--- src/rtl/lsu_dmem_master_if.sv ---
// Bundle between the core's execute stage, the load/store unit and the
// word-organised data memory.
//
// Handshake: the core presents a request on req_i together with we_i,
// funct3_i, addr_i and wdata_i.  The request is taken on a rising clk edge
// where both req_i and ready_o are 1; at any other time req_i is ignored
// and nothing is queued.  Completion is a single-cycle done_o pulse with
// err_o qualified by it.  rdata_o holds the last load result from done_o
// until the next done_o.  The memory side has no handshake: reads are
// combinational from mem_addr_o, and a whole word is written at the rising
// edge of every cycle in which mem_we_o is 1.
interface lsu_dmem_master_if #(
  parameter int ADDR_WIDTH = 32,
  parameter int DATA_WIDTH = 32
);
  logic                  req_i;
  logic                  we_i;
  logic [2:0]            funct3_i;
  logic [ADDR_WIDTH-1:0] addr_i;
  logic [DATA_WIDTH-1:0] wdata_i;
  logic                  ready_o;
  logic                  done_o;
  logic                  err_o;
  logic [DATA_WIDTH-1:0] rdata_o;
  logic                  mem_we_o;
  logic [ADDR_WIDTH-1:0] mem_addr_o;
  logic [DATA_WIDTH-1:0] mem_wd_o;
  logic [DATA_WIDTH-1:0] mem_rd_i;
  // FSM state for checkers: 0 IDLE, 1 ACCESS, 2 WRITE, 3 RESP
  logic [1:0]            dbg_state;

  // Load/store unit side
  modport master (
    input  req_i, we_i, funct3_i, addr_i, wdata_i, mem_rd_i,
    output ready_o, done_o, err_o, rdata_o,
    output mem_we_o, mem_addr_o, mem_wd_o, dbg_state
  );

  // Core plus data memory side
  modport slave (
    output req_i, we_i, funct3_i, addr_i, wdata_i, mem_rd_i,
    input  ready_o, done_o, err_o, rdata_o,
    input  mem_we_o, mem_addr_o, mem_wd_o, dbg_state
  );
endinterface

--- src/rtl/lsu_dmem_master.sv ---
// RV32I load/store unit in front of a word-organised data memory.
// Loads: one ACCESS cycle reads the word, extracts and extends the
// byte/halfword. SW: one write cycle. SB/SH: read in ACCESS, merge, write
// the merged word in WRITE. Misaligned or illegal-width requests complete
// with err_o and never touch memory.
module lsu_dmem_master #(
  parameter int ADDR_WIDTH = 32,
  parameter int DATA_WIDTH = 32
) (
  input  logic              clk,
  input  logic              rst_i,
  lsu_dmem_master_if.master bus
);

  typedef enum logic [1:0] {
    IDLE   = 2'd0,
    ACCESS = 2'd1,
    WRITE  = 2'd2,
    RESP   = 2'd3
  } state_t;

  localparam logic [2:0] F3_B  = 3'b000;
  localparam logic [2:0] F3_H  = 3'b001;
  localparam logic [2:0] F3_W  = 3'b010;
  localparam logic [2:0] F3_BU = 3'b100;
  localparam logic [2:0] F3_HU = 3'b101;

  state_t                state;
  logic [ADDR_WIDTH-1:0] addr_q;
  logic [2:0]            funct3_q;
  logic [DATA_WIDTH-1:0] wdata_q;
  logic                  we_q;

  logic                  req_err;
  logic [7:0]            ld_byte;
  logic [15:0]           ld_half;
  logic [DATA_WIDTH-1:0] ld_ext;
  logic [DATA_WIDTH-1:0] merged;

  assign bus.ready_o   = (state == IDLE);
  assign bus.dbg_state = state;

  // Classify an incoming request: illegal width code or misaligned address
  always_comb begin
    req_err = 1'b0;
    unique case (bus.funct3_i)
      F3_B, F3_BU: req_err = 1'b0;
      F3_H, F3_HU: req_err = bus.addr_i[0];
      F3_W:        req_err = (bus.addr_i[1:0] != 2'b00);
      default:     req_err = 1'b1;
    endcase
  end

  // Pick the addressed byte/halfword out of the read word and extend it
  always_comb begin
    ld_byte = 8'h00;
    ld_half = 16'h0000;
    ld_ext  = '0;
    unique case (addr_q[1:0])
      2'd0: ld_byte = bus.mem_rd_i[7:0];
      2'd1: ld_byte = bus.mem_rd_i[15:8];
      2'd2: ld_byte = bus.mem_rd_i[23:16];
      default: ld_byte = bus.mem_rd_i[31:24];
    endcase
    ld_half = addr_q[1] ? bus.mem_rd_i[31:16] : bus.mem_rd_i[15:0];
    unique case (funct3_q)
      F3_B:    ld_ext = {{24{ld_byte[7]}}, ld_byte};
      F3_BU:   ld_ext = {24'h000000, ld_byte};
      F3_H:    ld_ext = {{16{ld_half[15]}}, ld_half};
      F3_HU:   ld_ext = {16'h0000, ld_half};
      default: ld_ext = bus.mem_rd_i;
    endcase
  end

  // Build the read-modify-write word: the read word with the store lane
  // replaced. funct3[1:0] gives the store size (BU/HU codes act as B/H).
  always_comb begin
    merged = bus.mem_rd_i;
    if (funct3_q[1:0] == 2'b00) begin
      unique case (addr_q[1:0])
        2'd0: merged[7:0]   = wdata_q[7:0];
        2'd1: merged[15:8]  = wdata_q[7:0];
        2'd2: merged[23:16] = wdata_q[7:0];
        default: merged[31:24] = wdata_q[7:0];
      endcase
    end else if (addr_q[1]) begin
      merged[31:16] = wdata_q[15:0];
    end else begin
      merged[15:0] = wdata_q[15:0];
    end
  end

  // Control FSM; every bus output is registered on the transition into
  // the state that presents it, so reset clears them asynchronously.
  always_ff @(posedge clk or posedge rst_i) begin
    if (rst_i) begin
      state          <= IDLE;
      addr_q         <= '0;
      funct3_q       <= 3'b000;
      wdata_q        <= '0;
      we_q           <= 1'b0;
      bus.rdata_o    <= '0;
      bus.done_o     <= 1'b0;
      bus.err_o      <= 1'b0;
      bus.mem_we_o   <= 1'b0;
      bus.mem_addr_o <= '0;
      bus.mem_wd_o   <= '0;
    end else begin
      bus.done_o <= 1'b0;
      bus.err_o  <= 1'b0;
      unique case (state)
        IDLE: begin
          if (bus.req_i) begin
            addr_q   <= bus.addr_i;
            funct3_q <= bus.funct3_i;
            wdata_q  <= bus.wdata_i;
            we_q     <= bus.we_i;
            if (req_err) begin
              state      <= RESP;
              bus.done_o <= 1'b1;
              bus.err_o  <= 1'b1;
            end else begin
              state          <= ACCESS;
              bus.mem_addr_o <= {bus.addr_i[ADDR_WIDTH-1:2], 2'b00};
              // SW needs no read, so it writes during ACCESS
              if (bus.we_i && bus.funct3_i == F3_W) begin
                bus.mem_we_o <= 1'b1;
                bus.mem_wd_o <= bus.wdata_i;
              end
            end
          end
        end
        ACCESS: begin
          if (!we_q) begin
            bus.rdata_o    <= ld_ext;
            bus.mem_addr_o <= '0;
            bus.done_o     <= 1'b1;
            state          <= RESP;
          end else if (funct3_q == F3_W) begin
            bus.mem_we_o   <= 1'b0;
            bus.mem_wd_o   <= '0;
            bus.mem_addr_o <= '0;
            bus.done_o     <= 1'b1;
            state          <= RESP;
          end else begin
            // mem_wd_o doubles as the latched merged word for WRITE
            bus.mem_we_o <= 1'b1;
            bus.mem_wd_o <= merged;
            state        <= WRITE;
          end
        end
        WRITE: begin
          bus.mem_we_o   <= 1'b0;
          bus.mem_wd_o   <= '0;
          bus.mem_addr_o <= '0;
          bus.done_o     <= 1'b1;
          state          <= RESP;
        end
        default: begin
          state <= IDLE;
        end
      endcase
    end
  end

endmodule
--- src/flat_wrapper.sv ---
// flat-port wrapper written by rule: the top's interface ports become plain ports
module lsu_dmem_master_flat 
#(
  parameter int ADDR_WIDTH = 32,
  parameter int DATA_WIDTH = 32
)
  (clk, rst_i, bus_req_i, bus_we_i, bus_funct3_i, bus_addr_i, bus_wdata_i, bus_mem_rd_i, bus_ready_o, bus_done_o, bus_err_o, bus_rdata_o, bus_mem_we_o, bus_mem_addr_o, bus_mem_wd_o, bus_dbg_state);
  lsu_dmem_master_if #(.ADDR_WIDTH(ADDR_WIDTH), .DATA_WIDTH(DATA_WIDTH)) bus_i ();
  input  logic clk;
  input  logic rst_i;
  input wire logic [$bits(bus_i.req_i)-1:0] bus_req_i;
  input wire logic [$bits(bus_i.we_i)-1:0] bus_we_i;
  input wire logic [$bits(bus_i.funct3_i)-1:0] bus_funct3_i;
  input wire logic [$bits(bus_i.addr_i)-1:0] bus_addr_i;
  input wire logic [$bits(bus_i.wdata_i)-1:0] bus_wdata_i;
  input wire logic [$bits(bus_i.mem_rd_i)-1:0] bus_mem_rd_i;
  output wire logic [$bits(bus_i.ready_o)-1:0] bus_ready_o;
  output wire logic [$bits(bus_i.done_o)-1:0] bus_done_o;
  output wire logic [$bits(bus_i.err_o)-1:0] bus_err_o;
  output wire logic [$bits(bus_i.rdata_o)-1:0] bus_rdata_o;
  output wire logic [$bits(bus_i.mem_we_o)-1:0] bus_mem_we_o;
  output wire logic [$bits(bus_i.mem_addr_o)-1:0] bus_mem_addr_o;
  output wire logic [$bits(bus_i.mem_wd_o)-1:0] bus_mem_wd_o;
  output wire logic [$bits(bus_i.dbg_state)-1:0] bus_dbg_state;
  assign bus_i.req_i = bus_req_i;
  assign bus_i.we_i = bus_we_i;
  assign bus_i.funct3_i = bus_funct3_i;
  assign bus_i.addr_i = bus_addr_i;
  assign bus_i.wdata_i = bus_wdata_i;
  assign bus_i.mem_rd_i = bus_mem_rd_i;
  assign bus_ready_o = bus_i.ready_o;
  assign bus_done_o = bus_i.done_o;
  assign bus_err_o = bus_i.err_o;
  assign bus_rdata_o = bus_i.rdata_o;
  assign bus_mem_we_o = bus_i.mem_we_o;
  assign bus_mem_addr_o = bus_i.mem_addr_o;
  assign bus_mem_wd_o = bus_i.mem_wd_o;
  assign bus_dbg_state = bus_i.dbg_state;
  lsu_dmem_master #(.ADDR_WIDTH(ADDR_WIDTH), .DATA_WIDTH(DATA_WIDTH)) u_core (.clk(clk), .rst_i(rst_i), .bus(bus_i));
endmodule
--- config.mk ---
export PLATFORM = sky130hd
export DESIGN_NAME = lsu_dmem_master_flat
export DESIGN_NICKNAME = d
export VERILOG_FILES = /design/src/rtl/lsu_dmem_master_if.sv /design/src/rtl/lsu_dmem_master.sv /design/src/flat_wrapper.sv
export SDC_FILE = /design/constraint.sdc
export NUM_CORES = 1
export LEC_CHECK = 0
export ABC_AREA = 1
export BUFFER_PORTS_ARGS = -buffer_cell sky130_fd_sc_hd__buf_2
export CAP_MARGIN = 40
export CORE_ASPECT_RATIO = 0.7
export CORE_MARGIN = 2
export CORE_UTILIZATION = 50
export CTS_CLUSTER_DIAMETER = 40
export DETAILED_ROUTE_END_ITERATION = 16
export PLACE_DENSITY_LB_ADDON = 0.2
export SLEW_MARGIN = 20
export SYNTH_ARGS = -nofsm -noshare
export SYNTH_HDL_FRONTEND = slang
export SYNTH_SLANG_ARGS = --single-unit
--- constraint.sdc ---
create_clock -name clk -period 6.2 [get_ports clk]
set_clock_uncertainty 0.05 [all_clocks]
set_input_delay 0 -clock clk [delete_from_list [all_inputs] [get_ports clk]]
set_output_delay 0 -clock clk [all_outputs]
set_load 0.02 [all_outputs]
==> flow_summary.toml, run 1 <==
[route]
drc = 0
wire_per_inst_microns = 15.17
vias = 8198
dr.pass1.iters = 6
ant_nets = 0
drtIter0Drc = 770
via_per_inst = 5.235
wl_mm = 23.76

[logic_synthesis]
synth_enable_flop_cells = 0
yosysMostFrequentCell = "nand2_1"
syn_area_per_cell_sq_um = 6.705
yosysTopAreaCellShare = 0.4147
yosysTopAreaCell = "dfrtp_1"
syn_area_sq_um = 7302
yosys_warnings = 0
ys_top_cells_by_count = "530 x nand2_1, 121 x dfrtp_1, 86 x nand3_1"
yosysSeqAreaShare = 0.4147
async_flop_share = 1.000
synth.distinct_cells = 30
netlist_instances = 1089
ys_seq_elements = 121
synthTopCellsByArea = "dfrtp_1 41%, nand2_1 27%, nand3_1 5.9%"
ys.flop_type = "dfrtp_1"

[setup_path]
critPathArrivalTime_ns = 2.87
cpMostUsedCell = "nand2_1"
worst_path_max_delay_cell = "dfrtp_1"
crit_fanout = 31
path_cells = "inv_1, ha_1, nand2_1, nand2_1, inv_1, nand2_1, inv_2, nand2_1, buf_8, nand2_1, nand2_1"
cpPeakStageDelay_ns = 0.42
crit_type = "reg2reg"
worst_setup_path_end_kind = "flop"
worstPathRequired_ns = 6.45
worst_setup_path_start_kind = "flop"

[final_layout]
insertedDiodeCount = 0
syn2layout_area_growth_pct = 37.95
drive_above_1_share = 0.2086
stdcell_area_sq_um = 10070
final_util = 0.7145
fillers = 1163
nNetsFinal = 1470
fin_cells = 1566

[placement]
portBuffers = 202
dp_hpwl_mm = 15.68
dp_cells = 1432
place.gp.congestion = 0.8808
dp_slack_ns = 3.659
place_area_sq_um = 8409

[global_routing]
overflow = 0
track_usage = 0.3108
grt_use_met3 = 0.07118
grt.busiest_layer = "met2"
met1_usage = 0.4273
antenna_found_initial = 1
grt_first_pass_wirelength_mm = 38.72
grt_pass1_vias = 7824
grt_max_degree = 78
use_met2 = 0.4835

[cts]
cts.sinks = 121
cts_setup_buffers = 0
cts_resized = 0
clkSlewWorstSetupHoldPaths_ns = 0.06
cts_root_buf = "clkbuf_16"
clk_latency_ns = 0.42
cts_tree = "built"
clk_path_buf_depth = 2
cts_buffers = 17
cts_max_level = 4
hold_buffers = 102

[worst_hold_path]
hp-class = "in2reg"

[sta]
final-setup-viol-count = 0
post-route-period-util = 0.4219
relSlewSlack = 0.5123
rsz0062_at_grt = "false"
clock.fmax_ghz = 0.3823
final_hold_viol_count = 0
min_period_ns = 2.616
setup-tns-final_ns = 0
hold_slack_ns = 0.01565
maxSlewViolCount = 0
worstMarginPinSlew_ns = 0.7316
fin_ws_ns = 3.584

[pwr]
powerDensity_nw_per_um2 = 559.1
seq_power_share = 0.239
power.leakage_nw = 5.676
power.clock.fraction = 0.194
total_power_mw = 5.632
peakVddDrop_uv = 508.2
p_sw_frac = 0.4848
internal_power_mw = 2.902
p_sw_mw = 2.730
p_comb_frac = 0.567

[floorplanning]
initial_core_util = 0.5179
io_pins = 205
rows = 36
fp.dieArea_sq_um = 15600
coreArea_sq_um = 14100
die_width_microns = 148.4
fp.dieH_microns = 105.1

[run]
maxCapViolCount = 0

[outcome]
status = "complete, no violations"
==> power groups by stage <==
stage | Clock (mW) | Combinational (mW) | Sequential (mW)
floorplan | 0 | 1.95 | 1.66
global placement | 0 | 2.97 | 1.34
detailed placement | 0 | 3.10 | 1.34
CTS | 1.10 | 3.17 | 1.34
global route | 1.13 | 3.57 | 1.38
finish | 1.09 | 3.20 | 1.35
==> state kept, by name, summed over array words and instances (netlist names) <==
name,count
u_core.bus.rdata_o,32
u_core.bus.done_o,1
u_core.bus.mem_we_o,1
u_core.funct3_q,3
u_core.we_q,1
u_core.bus.mem_addr_o,30
u_core.addr_q,2
u_core.bus.err_o,1
u_core.bus.mem_wd_o,32
u_core.bus.dbg_state,2
u_core.wdata_q,16
==> critical path, delay by kind of cell, from the launching register on <==
kind,cells,cell delay [ns]
fa+ha+maj,1,0.30
simple gates,6,0.82
flops,1,0.42
buf+inv,4,0.89
==> layout make-up <==
type,count,area (sq um),share of cell area
Multi-Input combinational cell,815,3611,0.3585
Tap cell,190,237.7,0.02360
Clock inverter,13,190.2,0.01888
Sequential cell,121,3029,0.3007
Clock buffer,19,452.9,0.04496
Inverter,89,336.6,0.03341
Timing Repair Buffer,319,2216,0.2200
==> per-layer routing <==
layer	up-vias	share of wire
met5	-	0.00029
met4	2	0.026
met3	59	0.087
met2	370	0.47
met1	3831	0.42
li1	3936	-
==> cell families (layout without fill, tap and decap cells) <==
| family | count (synthesis) | after routing | share of synthesized area |
|---|---|---|---|
| and+or+nand+nor | 707 | 707 | 0.4073 |
| adders and majority gates | 4 | 4 | 0.006854 |
| muxes | 1 | 1 | 0.001542 |
| DFF | 121 | 121 | 0.4147 |
| AOI/OAI and AO/OA | 101 | 101 | 0.07745 |
| other | 1 | 2 | 0.0005136 |
| buffers and inverters | 154 | 440 | 0.09167 |
==> path summary, 6_finish.rpt <==
kind,from,endpoint,slack (ns),cells after the start
min in group asynchronous,rst_i,u_core.bus.mem_addr_o[2]$_DFFE_PP0P_,0.17,3
worst min register to register,u_core.bus.mem_addr_o[15]$_DFFE_PP0P_,u_core.bus.mem_addr_o[15]$_DFFE_PP0P_,0.41,2
worst max register to register,u_core.bus.dbg_state[0]$_DFFE_PP0N_,u_core.bus.mem_addr_o[13]$_DFFE_PP0P_,3.58,11
max in group asynchronous,rst_i,u_core.addr_q[1]$_DFFE_PP0P_,4.72,5
worst max-delay path,u_core.bus.dbg_state[0]$_DFFE_PP0N_,u_core.bus.mem_addr_o[13]$_DFFE_PP0P_,3.58,11
worst min-delay path,bus_mem_rd_i[7],u_core.bus.rdata_o[7]$_DFFE_PP0P_,0.02,5
==> placed cells by master (no fill, tap or decap), types with 3 or more instances in the layout <==
| master | netlist | routed |
|---|---|---|
| a21oi_1 | 60 | 60 |
| buf_2 | 28 | 202 |
| buf_4 | 9 | 8 |
| buf_8 | 0 | 3 |
| bufinv_16 | 0 | 4 |
| clkbuf_16 | 0 | 17 |
| clkinv_4 | 0 | 4 |
| dfrtp_1 | 121 | 120 |
| dlygate4sd3_1 | 0 | 102 |
| ha_1 | 4 | 4 |
| inv_1 | 85 | 84 |
| inv_2 | 3 | 3 |
| nand2_1 | 530 | 530 |
| nand2_2 | 3 | 3 |
| nand3_1 | 86 | 86 |
| nand3b_1 | 30 | 30 |
| nor2_1 | 31 | 30 |
| nor2_2 | 2 | 3 |
| o211ai_1 | 17 | 17 |
| o21ai_0 | 20 | 20 |
| or2_2 | 20 | 20 |
Note: power is estimated with default switching activity, not from simulation.
==> run 2: changes to the inputs <==
==> constraint.sdc (replaced) <==
create_clock -name clk -period 2.43 [get_ports clk]
set_clock_uncertainty 0.05 [all_clocks]
set_input_delay 0 -clock clk [delete_from_list [all_inputs] [get_ports clk]]
set_output_delay 0 -clock clk [all_outputs]
set_load 0.02 [all_outputs]
==> flow_summary.toml, run 2 (same netlist as run 1, synthesis figures left out) <==
[outcome]
status = "complete, no violations"

[cts]
cts_root_buf = "clkbuf_16"
clk_path_buf_depth = 2
cts.sinks = 121
cts_buffers = 17
cts_tree = "built"
clkSlewWorstSetupHoldPaths_ns = 0.06
cts_max_level = 4
cts_setup_buffers = 0
cts_resized = 0
clk_latency_ns = 0.42
hold_buffers = 102

[global_routing]
track_usage = 0.2999
antenna_found_initial = 0
grt_max_degree = 122
grt_first_pass_wirelength_mm = 37.50
grt_pass1_vias = 7791
met1_usage = 0.4092
overflow = 0
grt.busiest_layer = "met2"
grt_use_met3 = 0.06026
use_met2 = 0.4755

[setup_path]
worst_setup_path_end_kind = "flop"
regToRegSetupSlack_ns = 0.33
worst_setup_path_start_kind = "flop"
crit_fanout = 33
path_cells = "inv_1, ha_1, inv_1, nor2_2, buf_4, nor2_1, nand2_1, inv_1, nand2_2, buf_4, nand2_1, nand2_1"
worst_path_max_delay_cell = "dfrtp_1"
r2r-end = "u_core.bus.mem_wd_o[7]$_DFFE_PP0P_"
crit_type = "reg2reg"
cpPeakStageDelay_ns = 0.43
reg2reg_from = "u_core.bus.dbg_state[1]$_DFFE_PP0N_"
worstPathRequired_ns = 2.73
critPathArrivalTime_ns = 2.40
r2r_cells = 12

[sta]
setup-tns-final_ns = 0
final-setup-viol-count = 0
maxSlewViolCount = 0
min_period_ns = 2.097
rsz0062_at_grt = "false"
worstMarginPinSlew_ns = 0.7039
clock.fmax_ghz = 0.4768
post-route-period-util = 0.8632
hold_slack_ns = 0.007259
final_hold_viol_count = 0
relSlewSlack = 0.5307

[route]
wl_mm = 23.29
drc = 0
dr.pass1.iters = 7
ant_nets = 0
via_per_inst = 5.190
vias = 8184
wire_per_inst_microns = 14.77
drtIter0Drc = 831

[worst_hold_path]
min_path_cells = 5
hold_end = "u_core.bus.rdata_o[7]$_DFFE_PP0P_"
min_from = "bus_mem_rd_i[7]"
hp-class = "in2reg"

[final_layout]
final_common_cell = "nand2_1"
top_regs = "u_core.bus.mem_wd_o: 32 flops, u_core.bus.rdata_o: 32 flops, u_core.bus.mem_addr_o: 30 flops"
final_util = 0.7133
nNetsFinal = 1480
drive_above_1_share = 0.2136
mostFrequentLayoutCells = "530 x nand2_1, 202 x buf_2, 120 x dfrtp_1"
syn2layout_area_growth_pct = 37.73

[pwr]
powerDensity_nw_per_um2 = 1407
power.leakage_nw = 5.677
peakVddDrop_uv = 1037

[placement]
place.gp.congestion = 0.9099
portBuffers = 202
dp_hpwl_mm = 15.34

[floorplanning]
die_width_microns = 148.4
fp.dieArea_sq_um = 15600
rows = 36
initial_core_util = 0.5179
coreArea_sq_um = 14100
io_pins = 205
fp.dieH_microns = 105.1

[run]
maxCapViolCount = 0
run 2: cell count changes in the layout (fill, tap and decap cells not counted), sizes merged:
cell | previous run | this run
buf | 217 | 227
bufinv | 4 | 2
clkinv | 7 | 9
clkinvlp | 1 | 2
diode | 0 | 1
inv | 90 | 89
run 2: layout make-up:
cell class | count | area, sq um
diodes | 1 | 2.502
clock buffers | 19 | 442.9
clock inverters | 13 | 143.9
fillers | 1116 | 4041
inverters | 89 | 337.8
multi-input cells | 815 | 3611
flip-flops and latches | 121 | 3029
well taps | 190 | 237.7
repair buffers | 329 | 2252
run 2: how the worst max path moves through the flow:
stage,depth (start not counted),end,slack (ns),from
CTS,12,u_core.bus.mem_wd_o[9]$_DFFE_PP0P_,0.32,u_core.bus.dbg_state[1]$_DFFE_PP0N_
finish,12,u_core.bus.mem_wd_o[7]$_DFFE_PP0P_,0.33,u_core.bus.dbg_state[1]$_DFFE_PP0N_
global placement,8,u_core.bus.rdata_o[3]$_DFFE_PP0P_,0.44,u_core.bus.dbg_state[1]$_DFFE_PP0N_
global route,12,u_core.bus.mem_wd_o[7]$_DFFE_PP0P_,0.14,u_core.bus.dbg_state[1]$_DFFE_PP0N_
detailed placement,12,u_core.bus.mem_wd_o[14]$_DFFE_PP0P_,0.35,u_core.bus.dbg_state[1]$_DFFE_PP0N_
floorplan,11,u_core.bus.mem_wd_o[11]$_DFFE_PP0P_,0.50,u_core.bus.dbg_state[0]$_DFFE_PP0N_
run 2: metal layers:
| metal | vias up | routed length, microns | part of all wire |
|---|---|---|---|
| met4 | 0 | 513 | 0.022 |
| met1 | 3803 | 10180 | 0.44 |
| met2 | 372 | 10790 | 0.46 |
| met3 | 48 | 1815 | 0.078 |
| met5 | - | 0 | 0 |
| li1 | 3961 | - | - |
run 2: through the flow:
stage / setup slack [ns] / instances / instance area (sq um) / total power [mW]
floorplan: 0.5050 / 1090 / 7310 / 9.215
global placement: 0.4436 / 1441 / 8432 / 11.19
detailed placement: 0.3525 / 1441 / 8432 / 11.33
CTS: 0.3234 / 1575 / 10040 / 14.04
global route: 0.1414 / 1576 / 10050 / 15.29
finish: 0.3325 / 1577 / 10060 / 14.15
run 2: where the power goes:
part           internal (mW)  switching (mW)
Combinational           2.72            5.46
Sequential              2.94           0.494
Clock                   1.54           0.993
Total                   7.20            6.95
run 2: critical path, delay by kind of cell, from the launching register on:
family,cells,cell delay [ns]
flops,1,0.43
buf+inv,5,0.81
fa+ha+maj,1,0.20
simple gates,6,0.51
==> run 3: changes to the inputs <==
--- a/config.mk
+++ b/config.mk
@@ -14,6 +14,7 @@
 export CTS_CLUSTER_DIAMETER = 40
 export DETAILED_ROUTE_END_ITERATION = 16
 export PLACE_DENSITY_LB_ADDON = 0.2
+export REMOVE_ABC_BUFFERS = 1
 export SLEW_MARGIN = 20
 export SYNTH_ARGS = -nofsm -noshare
 export SYNTH_HDL_FRONTEND = slang
==> flow_summary.toml, run 3 (same netlist as run 1, synthesis figures left out) <==
[placement]
place.gp.congestion = 0.8740
place_area_sq_um = 8431
dp_slack_ns = 0.4961
dp_hpwl_mm = 15.36
portBuffers = 202

[pwr]
power.leakage_nw = 5.703
powerDensity_nw_per_um2 = 1422
total_power_mw = 14.35
peakVddDrop_uv = 1055

[final_layout]
final_common_cell = "nand2_1"
nNetsFinal = 1481
insertedDiodeCount = 0
top_regs = "u_core.bus.mem_wd_o: 32 flops, u_core.bus.rdata_o: 32 flops, u_core.bus.mem_addr_o: 30 flops"
syn2layout_area_growth_pct = 38.21
mostFrequentLayoutCells = "530 x nand2_1, 202 x buf_2, 120 x dfrtp_1"
drive_above_1_share = 0.2134
stdcell_area_sq_um = 10090

[sta]
post-route-period-util = 0.9324
maxSlewViolCount = 0
final_hold_viol_count = 0
clock.fmax_ghz = 0.4414
rsz0062_at_grt = "false"
fin_ws_ns = 0.1642
final-setup-viol-count = 0
relSlewSlack = 0.5632
hold_slack_ns = 0.1663
worstMarginPinSlew_ns = 0.6552
min_period_ns = 2.266

[worst_hold_path]
hp-class = "in2async"

[run]
maxCapViolCount = 0

[route]
ant_nets = 0
dr.pass1.iters = 6
wl_mm = 23.27
wire_per_inst_microns = 14.76
drc = 0
vias = 8107
drtIter0Drc = 665
via_per_inst = 5.141

[setup_path]
crit_fanout = 40
worstPathRequired_ns = 2.68
worst_setup_path_end_kind = "flop"
critPathArrivalTime_ns = 2.52
worst_setup_path_start_kind = "flop"
crit_type = "reg2reg"

[floorplanning]
rows = 36
fp.dieArea_sq_um = 15600
initial_core_util = 0.5179
io_pins = 205
die_width_microns = 148.4
fp.dieH_microns = 105.1
coreArea_sq_um = 14100

[outcome]
status = "complete, no violations"

[cts]
cts_setup_buffers = 0
cts_root_buf = "clkbuf_16"
clk_latency_ns = 0.42
cts_max_level = 4
cts_buffers = 17
clk_path_buf_depth = 2
cts.sinks = 121
clkSlewWorstSetupHoldPaths_ns = 0.06
cts_tree = "built"

[global_routing]
grt_max_degree = 52
track_usage = 0.3057
grt_pass1_vias = 7795
grt_first_pass_wirelength_mm = 38.13
antenna_found_initial = 0
overflow = 0
## run 3: cell type report
type	instances	area (sq um)
Clock buffer	17	425.4
Fill cell	1158	4006
Multi-Input combinational cell	815	3611
Clock inverter	15	191.4
Inverter	89	336.6
Tap cell	190	237.7
Timing Repair Buffer	330	2261
Sequential cell	121	3029
## run 3: power breakdown
group	total, mW	switching (mW)	internal (mW)	leakage, nW
sequential	3.46	0.518	2.94	1.48
combinational	8.21	5.47	2.74	3.92
clock	2.69	1.05	1.64	0.302
total	14.3	7.03	7.32	5.70
## run 3: path summary, 6_finish.rpt
check / from / slack, ns / cells after the start / end
setup / recovery: u_core.bus.dbg_state[1]$_DFFE_PP0N_ / 0.16 / 9 / u_core.bus.rdata_o[6]$_DFFE_PP0P_
max in group asynchronous: rst_i / 1.31 / 4 / u_core.wdata_q[9]$_DFFE_PP0P_
hold reg to reg: u_core.bus.mem_addr_o[8]$_DFFE_PP0P_ / 0.42 / 2 / u_core.bus.mem_addr_o[8]$_DFFE_PP0P_
setup reg to reg: u_core.bus.dbg_state[1]$_DFFE_PP0N_ / 0.16 / 9 / u_core.bus.rdata_o[6]$_DFFE_PP0P_
min in group clk: bus_we_i / 0.34 / 3 / u_core.we_q$_DFFE_PP0P_
hold / removal: rst_i / 0.17 / 3 / u_core.bus.done_o$_DFF_PP0_
## run 3: critical path, stage by stage (launching register included)
cell           delay, ns
dfrtp_1             0.43
inv_1               0.11
ha_1                0.23
inv_1               0.07
nor2_2              0.17
inv_1               0.08
buf_6               0.19
a21oi_1             0.16
a21oi_1             0.08
dlygate4sd3_1       0.56
## run 3: repair_timing
item                                    in CTS  in global routing
endpoints found under the setup margin       0                  1
hold buffers                               104                  0
resized for setup                            0                  1
hold endpoints to repair                   167                  0
## run 3: metrics by stage
stage	utilization	setup TNS, ns	instances
floorplan	-	-151.98	1025
global placement	0.5980	0	1441
detailed placement	0.5980	0	1441
CTS	0.7156	0	1577
global route	0.7158	0	1577
finish	0.7158	0	1577
## run 3: per-layer routing
metal / track usage / wire length (microns)
met1: 0.4058 / 10040
met5: 0 / 0
met3: 0.05371 / 1637
met4: 0.1224 / 600
met2: 0.4977 / 11000
